--- src/rtl/fetch_stage.sv ---
// -----------------------------------------------------------------------------
// fetch_stage -- IF stage of the 5-stage MIPS pipeline, upstream of decode.
//
// Owns the PC, drives the IMEM read address and registers the fetched word
// into the IF/ID latch. Supports a PC preset (SYS_load), decode stall,
// EX branch/jump redirect with flush, and halt after the last IMEM word.
// All state updates on the falling edge of SYS_clk, matching the other stages.
//
// Optional feature: define FETCH_PERF_CNT_EN to add saturating 16-bit
// fetch/stall performance counters (F_fetch_cnt, F_stall_cnt).
//
// Ports
//   SYS_clk           in   1   clock, state updates on negedge
//   SYS_reset         in   1   synchronous active-low reset
//   SYS_load          in   1   load PC from SYS_pc_val
//   SYS_pc_val        in   8   byte start address (zero-extended)
//   D_stall           in   1   decode hazard stall: hold PC and IF/ID
//   EX_redirect       in   1   taken branch/jump resolved in EX
//   EX_target         in   32  redirect byte address
//   IMEM_instruction  in   32  combinational IMEM read data for IMEM_PC
//   IMEM_PC           out  32  current PC
//   F_instruction     out  32  IF/ID instruction
//   F_pc_plus4        out  32  IF/ID PC+4 of F_instruction
//   F_valid           out  1   1 = real instruction, 0 = bubble
//   F_state           out  2   00 IDLE, 01 RUN, 10 HALT
//   F_fetch_cnt       out  16  (FETCH_PERF_CNT_EN) valid words latched
//   F_stall_cnt       out  16  (FETCH_PERF_CNT_EN) stalled RUN/HALT cycles
// -----------------------------------------------------------------------------
module fetch_stage #(
  parameter int unsigned IMEM_WORDS = 64,
  parameter logic [31:0] RESET_PC   = 32'h0,
  parameter logic [31:0] NOP_INSTR  = 32'h0
) (
  input  logic        SYS_clk,
  input  logic        SYS_reset,
  input  logic        SYS_load,
  input  logic [7:0]  SYS_pc_val,
  input  logic        D_stall,
  input  logic        EX_redirect,
  input  logic [31:0] EX_target,
  input  logic [31:0] IMEM_instruction,
  output logic [31:0] IMEM_PC,
  output logic [31:0] F_instruction,
  output logic [31:0] F_pc_plus4,
  output logic        F_valid,
  output logic [1:0]  F_state
`ifdef FETCH_PERF_CNT_EN
  ,
  output logic [15:0] F_fetch_cnt,
  output logic [15:0] F_stall_cnt
`endif
);

  typedef enum logic [1:0] {
    ST_IDLE = 2'b00,
    ST_RUN  = 2'b01,
    ST_HALT = 2'b10
  } state_t;

  localparam logic [31:0] PC_LIMIT = 32'(IMEM_WORDS * 4);
  localparam logic [31:0] LAST_PC  = 32'(IMEM_WORDS * 4 - 4);

  state_t      state_q, state_d;
  logic [31:0] pc_q, pc_d;
  logic [31:0] instr_q, instr_d;
  logic [31:0] pc4_q, pc4_d;
  logic        valid_q, valid_d;

  // Every PC write is word-aligned, so bits [1:0] are dropped at the source.
  logic [31:0] load_addr, target_addr, pc_plus4;
  assign load_addr   = {24'b0, SYS_pc_val[7:2], 2'b00};
  assign target_addr = {EX_target[31:2], 2'b00};
  assign pc_plus4    = pc_q + 32'd4;

  // State register.
  // NOTE: sequential state uses non-blocking (<=) so every register samples
  // the pre-edge values, independent of statement order.
  always_ff @(negedge SYS_clk) begin
    if (!SYS_reset) state_q <= ST_IDLE;
    else            state_q <= state_d;
  end

  // Next-state logic. Priority: load > redirect > stall > normal fetch.
  // NOTE: state_d is given a default first so no path leaves it unassigned,
  // which would otherwise infer a latch.
  always_comb begin
    state_d = state_q;
    if (SYS_load) begin
      state_d = (load_addr >= PC_LIMIT) ? ST_HALT : ST_RUN;
    end else if (state_q == ST_RUN || state_q == ST_HALT) begin
      if (EX_redirect)
        state_d = (target_addr >= PC_LIMIT) ? ST_HALT : ST_RUN;
      else if (state_q == ST_RUN && !D_stall && pc_q == LAST_PC)
        state_d = ST_HALT;
    end
  end

  // PC and IF/ID latch next values.
  always_comb begin
    pc_d    = pc_q;
    instr_d = instr_q;
    pc4_d   = pc4_q;
    valid_d = valid_q;
    if (SYS_load) begin
      pc_d    = load_addr;
      instr_d = NOP_INSTR;
      pc4_d   = 32'd0;
      valid_d = 1'b0;
    end else begin
      unique case (state_q)
        ST_RUN, ST_HALT: begin
          if (EX_redirect) begin
            pc_d    = target_addr;
            instr_d = NOP_INSTR;
            pc4_d   = 32'd0;
            valid_d = 1'b0;
          end else if (D_stall) begin
            // Hold everything.
          end else if (state_q == ST_RUN) begin
            instr_d = IMEM_instruction;
            pc4_d   = pc_plus4;
            valid_d = 1'b1;
            // The last word is still delivered, but the PC stops on it.
            if (pc_q != LAST_PC) pc_d = pc_plus4;
          end else begin
            instr_d = NOP_INSTR;
            pc4_d   = 32'd0;
            valid_d = 1'b0;
          end
        end
        default: valid_d = 1'b0;
      endcase
    end
  end

  // PC and IF/ID registers; reset overrides every other input.
  always_ff @(negedge SYS_clk) begin
    if (!SYS_reset) begin
      pc_q    <= RESET_PC;
      instr_q <= NOP_INSTR;
      pc4_q   <= 32'd0;
      valid_q <= 1'b0;
    end else begin
      pc_q    <= pc_d;
      instr_q <= instr_d;
      pc4_q   <= pc4_d;
      valid_q <= valid_d;
    end
  end

  // Outputs.
  always_comb begin
    IMEM_PC       = pc_q;
    F_instruction = instr_q;
    F_pc_plus4    = pc4_q;
    F_valid       = valid_q;
    F_state       = state_q;
  end

`ifdef FETCH_PERF_CNT_EN
  logic fetch_inc, stall_inc;

  // A valid word is latched only on a normal RUN fetch.
  assign fetch_inc = (state_q == ST_RUN) && !EX_redirect && !D_stall;
  assign stall_inc = (state_q == ST_RUN || state_q == ST_HALT) && D_stall && !EX_redirect;

  always_ff @(negedge SYS_clk) begin
    if (!SYS_reset || SYS_load) begin
      F_fetch_cnt <= 16'd0;
      F_stall_cnt <= 16'd0;
    end else begin
      if (fetch_inc && F_fetch_cnt != 16'hFFFF) F_fetch_cnt <= F_fetch_cnt + 16'd1;
      if (stall_inc && F_stall_cnt != 16'hFFFF) F_stall_cnt <= F_stall_cnt + 16'd1;
    end
  end
`else
  // Performance counters are not built in this configuration.
`endif

endmodule
--- config.mk ---
export PLATFORM = sky130hd
export DESIGN_NAME = fetch_stage
export DESIGN_NICKNAME = d
export VERILOG_FILES = /design/src/rtl/fetch_stage.sv
export SDC_FILE = /design/constraint.sdc
export NUM_CORES = 1
export LEC_CHECK = 0
export ABC_CLOCK_PERIOD_IN_PS = 2900
export CAP_MARGIN = 30
export CORE_ASPECT_RATIO = 1.25
export CORE_MARGIN = 3
export CORE_UTILIZATION = 45
export DETAILED_ROUTE_END_ITERATION = 12
export PLACE_DENSITY = 0.93
export SYNTH_ARGS = -nofsm -noshare
export SYNTH_HDL_FRONTEND = slang
export SYNTH_SLANG_ARGS = --single-unit
--- constraint.sdc ---
create_clock -name SYS_clk -period 2.9 [get_ports SYS_clk]
set_input_delay 0.435 -clock SYS_clk [delete_from_list [all_inputs] [get_ports SYS_clk]]
set_output_delay 0.435 -clock SYS_clk [all_outputs]
set_load 0.02 [all_outputs]
==> results of run 1 <==
through the flow:
step	area, sq um	total power (W)	setup slack, ps	util, %
CTS	8060	0.00378	-147	78.9
detailed placement	7290	0.00215	-1050	71.4
floorplan	4890	0.00186	-544	-
global placement	7290	0.00214	-911	71.4
finish	7890	0.00386	-127	77.3
global route	7890	0.00403	-181	77.3
cells in the mapped netlist, types with 5 or more instances:
cell type	count
o211ai_1	5
o31a_1	5
xnor2_1	8
o21a_1	5
dfxtp_1	99
nand2_1	37
buf_2	8
nand3_1	32
a21oi_1	23
clkbuf_1	40
mux2i_1	7
nor4_1	23
inv_1	7
nor3_1	16
o31ai_1	6
mux2_2	5
or4_1	5
nand4_1	17
a22oi_1	49
xor2_1	10
nor2_1	60
and3_1	8
o21ai_0	34
state kept, by name, summed over array words and instances, names as in the netlist:
| register | cells |
|---|---|
| F_valid | 1 |
| F_pc_plus4 | 32 |
| IMEM_PC | 32 |
| F_state | 2 |
| F_instruction | 32 |
power breakdown:
group	internal [W]	switching (W)	total, W
Sequential	0.00139	0.0000126	0.00140
Combinational	0.000263	0.000311	0.000574
Clock	0.000859	0.00103	0.00188
tightest hold or removal path, stage by stage (launching register included):
cell     delay, ps
dfxtp_1        300
nand2_1         50
a21oi_1         50
kinds of logic after synthesis:
logic type,count (synthesis),synth area share (%)
fa+ha+maj,2,0.526
flops,99,41.7
compound gates,158,22.8
xor+xnor,18,3.31
simple gates,223,24.0
mux,12,2.66
buf+inv,59,5.02
cell type report:
type | count | area, sq um | area share, %
clock buffers | 9 | 225 | 2.85
clock inverters | 106 | 447 | 5.66
inverters | 7 | 26.3 | 0.333
multi-input cells | 414 | 2770 | 35.1
flip-flops and latches | 99 | 1980 | 25.1
well taps | 129 | 161 | 2.05
repair buffers | 278 | 2280 | 28.9
final timing paths:
| kind | start | to | slack (ps) |
|---|---|---|---|
| setup / recovery | D_stall | F_state[0] | -130 |
| hold / removal | F_pc_plus4[25] | F_pc_plus4[25] | 450 |
| setup reg to reg | IMEM_PC[2] | IMEM_PC[4] | 270 |
| hold reg to reg | F_pc_plus4[25] | F_pc_plus4[25] | 450 |
per-layer routing:
metal	up-vias	GRT usage, %	part of all wire (%)
li1	2805	-	-
met2	543	58.9	49
met5	-	0	0
met3	185	12.5	10
met4	0	22.7	6.8
met1	3003	36.3	34
repair_timing:
action                                  4_1_cts  5_1_grt
endpoints found under the hold margin         0        0
pin swaps                                    18       16
endpoints found under the setup margin      195      102
gates cloned                                  4        3
hold buffers                                  0        0
setup buffers                                 5        6
resized for setup                           365       82
==> impl_metrics.env, run 1 <==
export IMPL_status="complete, but fails checks"
export IMPL_violations="setup timing"
export IMPL_report_final_slew_viol_count=0
export IMPL_numCtsBuffers=9
export IMPL_yosysWarningCount=0
export IMPL_grt_pass1_wl_um=33300
export IMPL_num_io_pins=176
export IMPL_syn_nets=650
export IMPL_die_x_um=98.0
export IMPL_first_global_vias=6720
export IMPL_syn_cell_area_sq_mm=0.00476
export IMPL_yosysUniqueCellTypes=60
export IMPL_start_kind="input port"
export IMPL_cts_max_level=3
export IMPL_antenna_found_initial=0
export IMPL_yosysTopAreaCellShare_pct=41.7
export IMPL_setup_tns_ps=-475
export IMPL_critical_path_peak_fanout=3
export IMPL_clockBufferDepth=2
export IMPL_max_slew_margin_pct=56.7
export IMPL_crit_family="simple AND/OR/NAND/NOR gates"
export IMPL_min_path_type="flop to flop"
export IMPL_n_antenna_cell=0
export IMPL_hold_worst_slack_ps=449
export IMPL_place_inst=911
export IMPL_fin_cells=1042
export IMPL_fill_cells=693
export IMPL_path_buf_inv=1
export IMPL_required_ps=1770
export IMPL_wl_per_cell_um=20.8
export IMPL_min_path_cells=2
export IMPL_drt_pass1_iter_count=9
export IMPL_end_kind="flop"
export IMPL_synth_top_area_cell="dfxtp_1"
export IMPL_layout_drive_gt1_share_pct=29.7
export IMPL_clk_latency_ps=440
export IMPL_fp_coreArea_sq_mm=0.0102
export IMPL_ys_ff_latch=99
export IMPL_p_per_area_mw_per_mm2=489
export IMPL_die_h_um=121
export IMPL_hpwl_um=13700
export IMPL_row_count=41
export IMPL_skew_ps=42.2
export IMPL_syn_inst=571
export IMPL_synth_seq_area_share_pct=41.7
export IMPL_cellLeakagePower_nw=3.63
export IMPL_final_setup_viol_count=11
export IMPL_cp_slowest_stage_delay_ps=510
export IMPL_gp_congestion=0.957
export IMPL_peakVddDrop_mv=0.333
export IMPL_async_reset_ff_share_pct=0
export IMPL_synth_top_cells_by_area="dfxtp_1, a22oi_1, nor2_1, o21ai_0, nand3_1"
export IMPL_synth_edf_count=0
export IMPL_layout_common_cells="inv_1, dfxtp_1, buf_2"
export IMPL_drt_drc_violations_left=0
export IMPL_path_clk_slew_ps=40
export IMPL_cts_tree="yes"
export IMPL_io_buffers=171
export IMPL_hold_viol_final=0
export IMPL_crit_chain="buf_6 -> or3b_4 -> or4b_4 -> nor3_4 -> o21ai_2 -> a21boi_1"
export IMPL_tightest_slew_ps=644
export IMPL_gr_total_overflow=0
export IMPL_dr_first_iter_drc_count=867
export IMPL_grt_max_degree=41
export IMPL_area_growth_pct=65.9
export IMPL_initial_core_util_pct=46.6
export IMPL_grt_total_usage_pct=34.9
export IMPL_layout_nets=987
export IMPL_clkSinkCount=99
export IMPL_totalWireLength_um=21700
export IMPL_crit_cells=6
export IMPL_clockRootBuffer="clkbuf_16"
export IMPL_avgSynthCellArea_sq_um=8.33
export IMPL_layout_commonest_cell="inv_1"
export IMPL_fp_dieArea_sq_mm=0.0118
export IMPL_path_class="input port to flop"
export IMPL_vias=6536
export IMPL_ys_flop_type="dfxtp_1"
export IMPL_cpMaxStageDelayCell="or4b_4"
export IMPL_via_per_inst=6.27
export IMPL_worst_slack_ps=-127
export IMPL_ff2ff_path_depth=9
export IMPL_max_cap_violations=0
export IMPL_arrival_ps=1900
export IMPL_ant_nets=0
export IMPL_rsz0062_at_grt="yes"
Power figures use the tool's default switching activity.
==> run 2: changes to the inputs <==
Settings changed: GPL_TIMING_DRIVEN set to 0.
==> run 2 against run 1 <==
The flow still finishes with violations (setup timing). Setup slack worse by 26 ps. Sequential share of layout area up 2.5 points. Clock power fell by 3%. Utilization down 6.0 points. First-iteration DRC count decreased by 43%. Sequential cell count is the same. Non-clock buffer count is 49 lower. Power fell by 3.4%. Register-to-register slack got worse by 120 ps. Via count down 7.9%. Combinational power down 15%. Final cell count fell by 4.8%.
==> impl_metrics.env, run 2 (synthesis gave the netlist of run 1 again) <==
export IMPL_status="complete, but fails checks"
export IMPL_violations="setup timing"
export IMPL_holdBufCountCts=0
export IMPL_n_antenna_cell=0
export IMPL_fp_coreArea_sq_mm=0.0102
export IMPL_final_setup_viol_count=6
export IMPL_clockPowerShare_pct=48.9
export IMPL_holdCritStartpoint="F_pc_plus4[15]"
export IMPL_first_global_vias=6159
export IMPL_placed_area_sq_mm=0.00676
export IMPL_end_kind="flop"
export IMPL_gp_congestion=0.971
export IMPL_clockRootBuffer="clkbuf_16"
export IMPL_p_int_w=0.00239
export IMPL_crit_chain="clkdlybuf4s50_1 -> nor4_2 -> nand3_1 -> a211oi_2 -> o21ai_2 -> o311a_1"
export IMPL_design_area_sq_mm=0.00728
export IMPL_num_io_pins=176
export IMPL_gr_total_overflow=0
export IMPL_p_per_area_mw_per_mm2=512
export IMPL_cellLeakagePower_nw=3.24
export IMPL_layout_nets=937
export IMPL_worst_slack_ps=-153
export IMPL_rsz0062_at_grt="yes"
export IMPL_min_path_type="flop to flop"
export IMPL_layout_commonest_cell="inv_1"
export IMPL_path_clk_slew_ps=50
export IMPL_grt_max_degree=19
export IMPL_setup_tns_ps=-447
export IMPL_r2r_start="IMEM_PC[3]"
export IMPL_initial_core_util_pct=46.6
export IMPL_ant_nets=0
export IMPL_die_x_um=98.0
export IMPL_vias=6022
export IMPL_path_class="input port to flop"
export IMPL_layout_common_cells="inv_1, buf_2, dfxtp_1"
export IMPL_seq_power_share_pct=38.0
export IMPL_tightest_slew_ps=964
export IMPL_peakVddDrop_mv=0.402
export IMPL_switching_share_pct=35.8
export IMPL_area_growth_pct=53.1
export IMPL_die_h_um=121
export IMPL_cpMaxStageDelayCell="clkdlybuf4s50_1"
export IMPL_via_per_inst=6.07
export IMPL_clockBufferDepth=2
export IMPL_power_w=0.00373
export IMPL_numCtsBuffers=9
export IMPL_drt_pass1_iter_count=6
export IMPL_hold_viol_final=0
export IMPL_max_slew_margin_pct=35.2
export IMPL_required_ps=1750
export IMPL_cts_tree="yes"
export IMPL_p_switching_w=0.00133
export IMPL_arrival_ps=1900
export IMPL_r2r_slack_ps=150
export IMPL_totalWireLength_um=20200
export IMPL_layout_drive_gt1_share_pct=25.3
export IMPL_start_kind="input port"
export IMPL_drt_drc_violations_left=0
export IMPL_io_buffers=171
export IMPL_report_final_slew_viol_count=0
export IMPL_dr_first_iter_drc_count=491
export IMPL_antenna_found_initial=0
export IMPL_wl_per_cell_um=20.4
export IMPL_startpoint="EX_target[10]"
export IMPL_grt_total_usage_pct=32.4
export IMPL_row_count=41
export IMPL_hpwl_um=14000
export IMPL_cp_slowest_stage_delay_ps=530
export IMPL_power_frac_comb_pct=13.1
export IMPL_fp_dieArea_sq_mm=0.0118
export IMPL_critical_path_peak_fanout=2
export IMPL_clkSinkCount=99
export IMPL_grt_pass1_wl_um=30500
export IMPL_max_cap_violations=0
export IMPL_cts_max_level=3
export IMPL_skew_ps=22.8
export IMPL_clk_latency_ps=420
run 2: cell count changes in the layout (fill, tap and decap cells not counted), moves of 5 or more:
cell,previous run,this run
buf_4,90,17
dfxtp_2,0,15
dfxtp_1,99,81
clkbuf_2,0,10
clkbuf_1,0,12
buf_12,9,0
buf_2,93,85
clkbuf_4,0,14
clkdlybuf4s15_2,6,11
run 2: what timing repair did:
item                                    in CTS  in global routing
setup buffers                                5                  3
endpoints found under the setup margin     198                 66
pin swaps                                   12                 10
gates resized for setup                    443                 57
run 2: worst max-delay path: cells and delay by family:
kind / cells / cell delay [ps]
buf+inv: 1 / 530
compound gates: 3 / 490
simple gates: 2 / 440
run 2: final cells by class:
class / instances / area, sq um
buffer: 50 / 333
clock buffer: 9 / 225
clock inverter: 106 / 444
fill: 797 / 2930
inverter: 7 / 28.8
multi-input combinational: 413 / 2700
sequential: 99 / 2010
tap: 129 / 161
timing repair buffer: 179 / 1370
run 2: routing by layer:
metal  up-vias  track usage (%)  routed length (um)
met4         0             19.8                 840
met2       421             55.4               10200
li1       2706                -                   -
met5         -                0                   0
met1      2813             34.4                7240
met3        82             10.5                1910
run 2: path summary, 6_finish.rpt:
| kind | to | cells past startpoint |
|---|---|---|
| setup / recovery | F_state[1] | 6 |
| hold / removal | F_pc_plus4[15] | 2 |
| setup reg to reg | IMEM_PC[6] | 9 |
| hold reg to reg | F_pc_plus4[15] | 2 |
run 2: metrics by stage:
| stage | hold WS (ps) | std cells | setup slack [ps] | utilization, % |
|---|---|---|---|---|
| floorplan | 530 | 571 | -544 | - |
| global placement | 443 | 871 | -1270 | 66.2 |
| detailed placement | 451 | 871 | -1240 | 66.2 |
| CTS | 455 | 989 | -87.0 | 71.8 |
| global route | 468 | 992 | -181 | 71.3 |
| finish | 453 | 992 | -153 | 71.3 |
run 2: power by group through the flow:
stage / logic, W / clock network (W) / registers (W)
finish: 0.000490 / 0.00182 / 0.00141
global route: 0.000512 / 0.00198 / 0.00141
CTS: 0.000463 / 0.00185 / 0.00141
detailed placement: 0.000453 / 0.000209 / 0.00143
global placement: 0.000446 / 0.000209 / 0.00143
floorplan: 0.000201 / 0.000209 / 0.00145
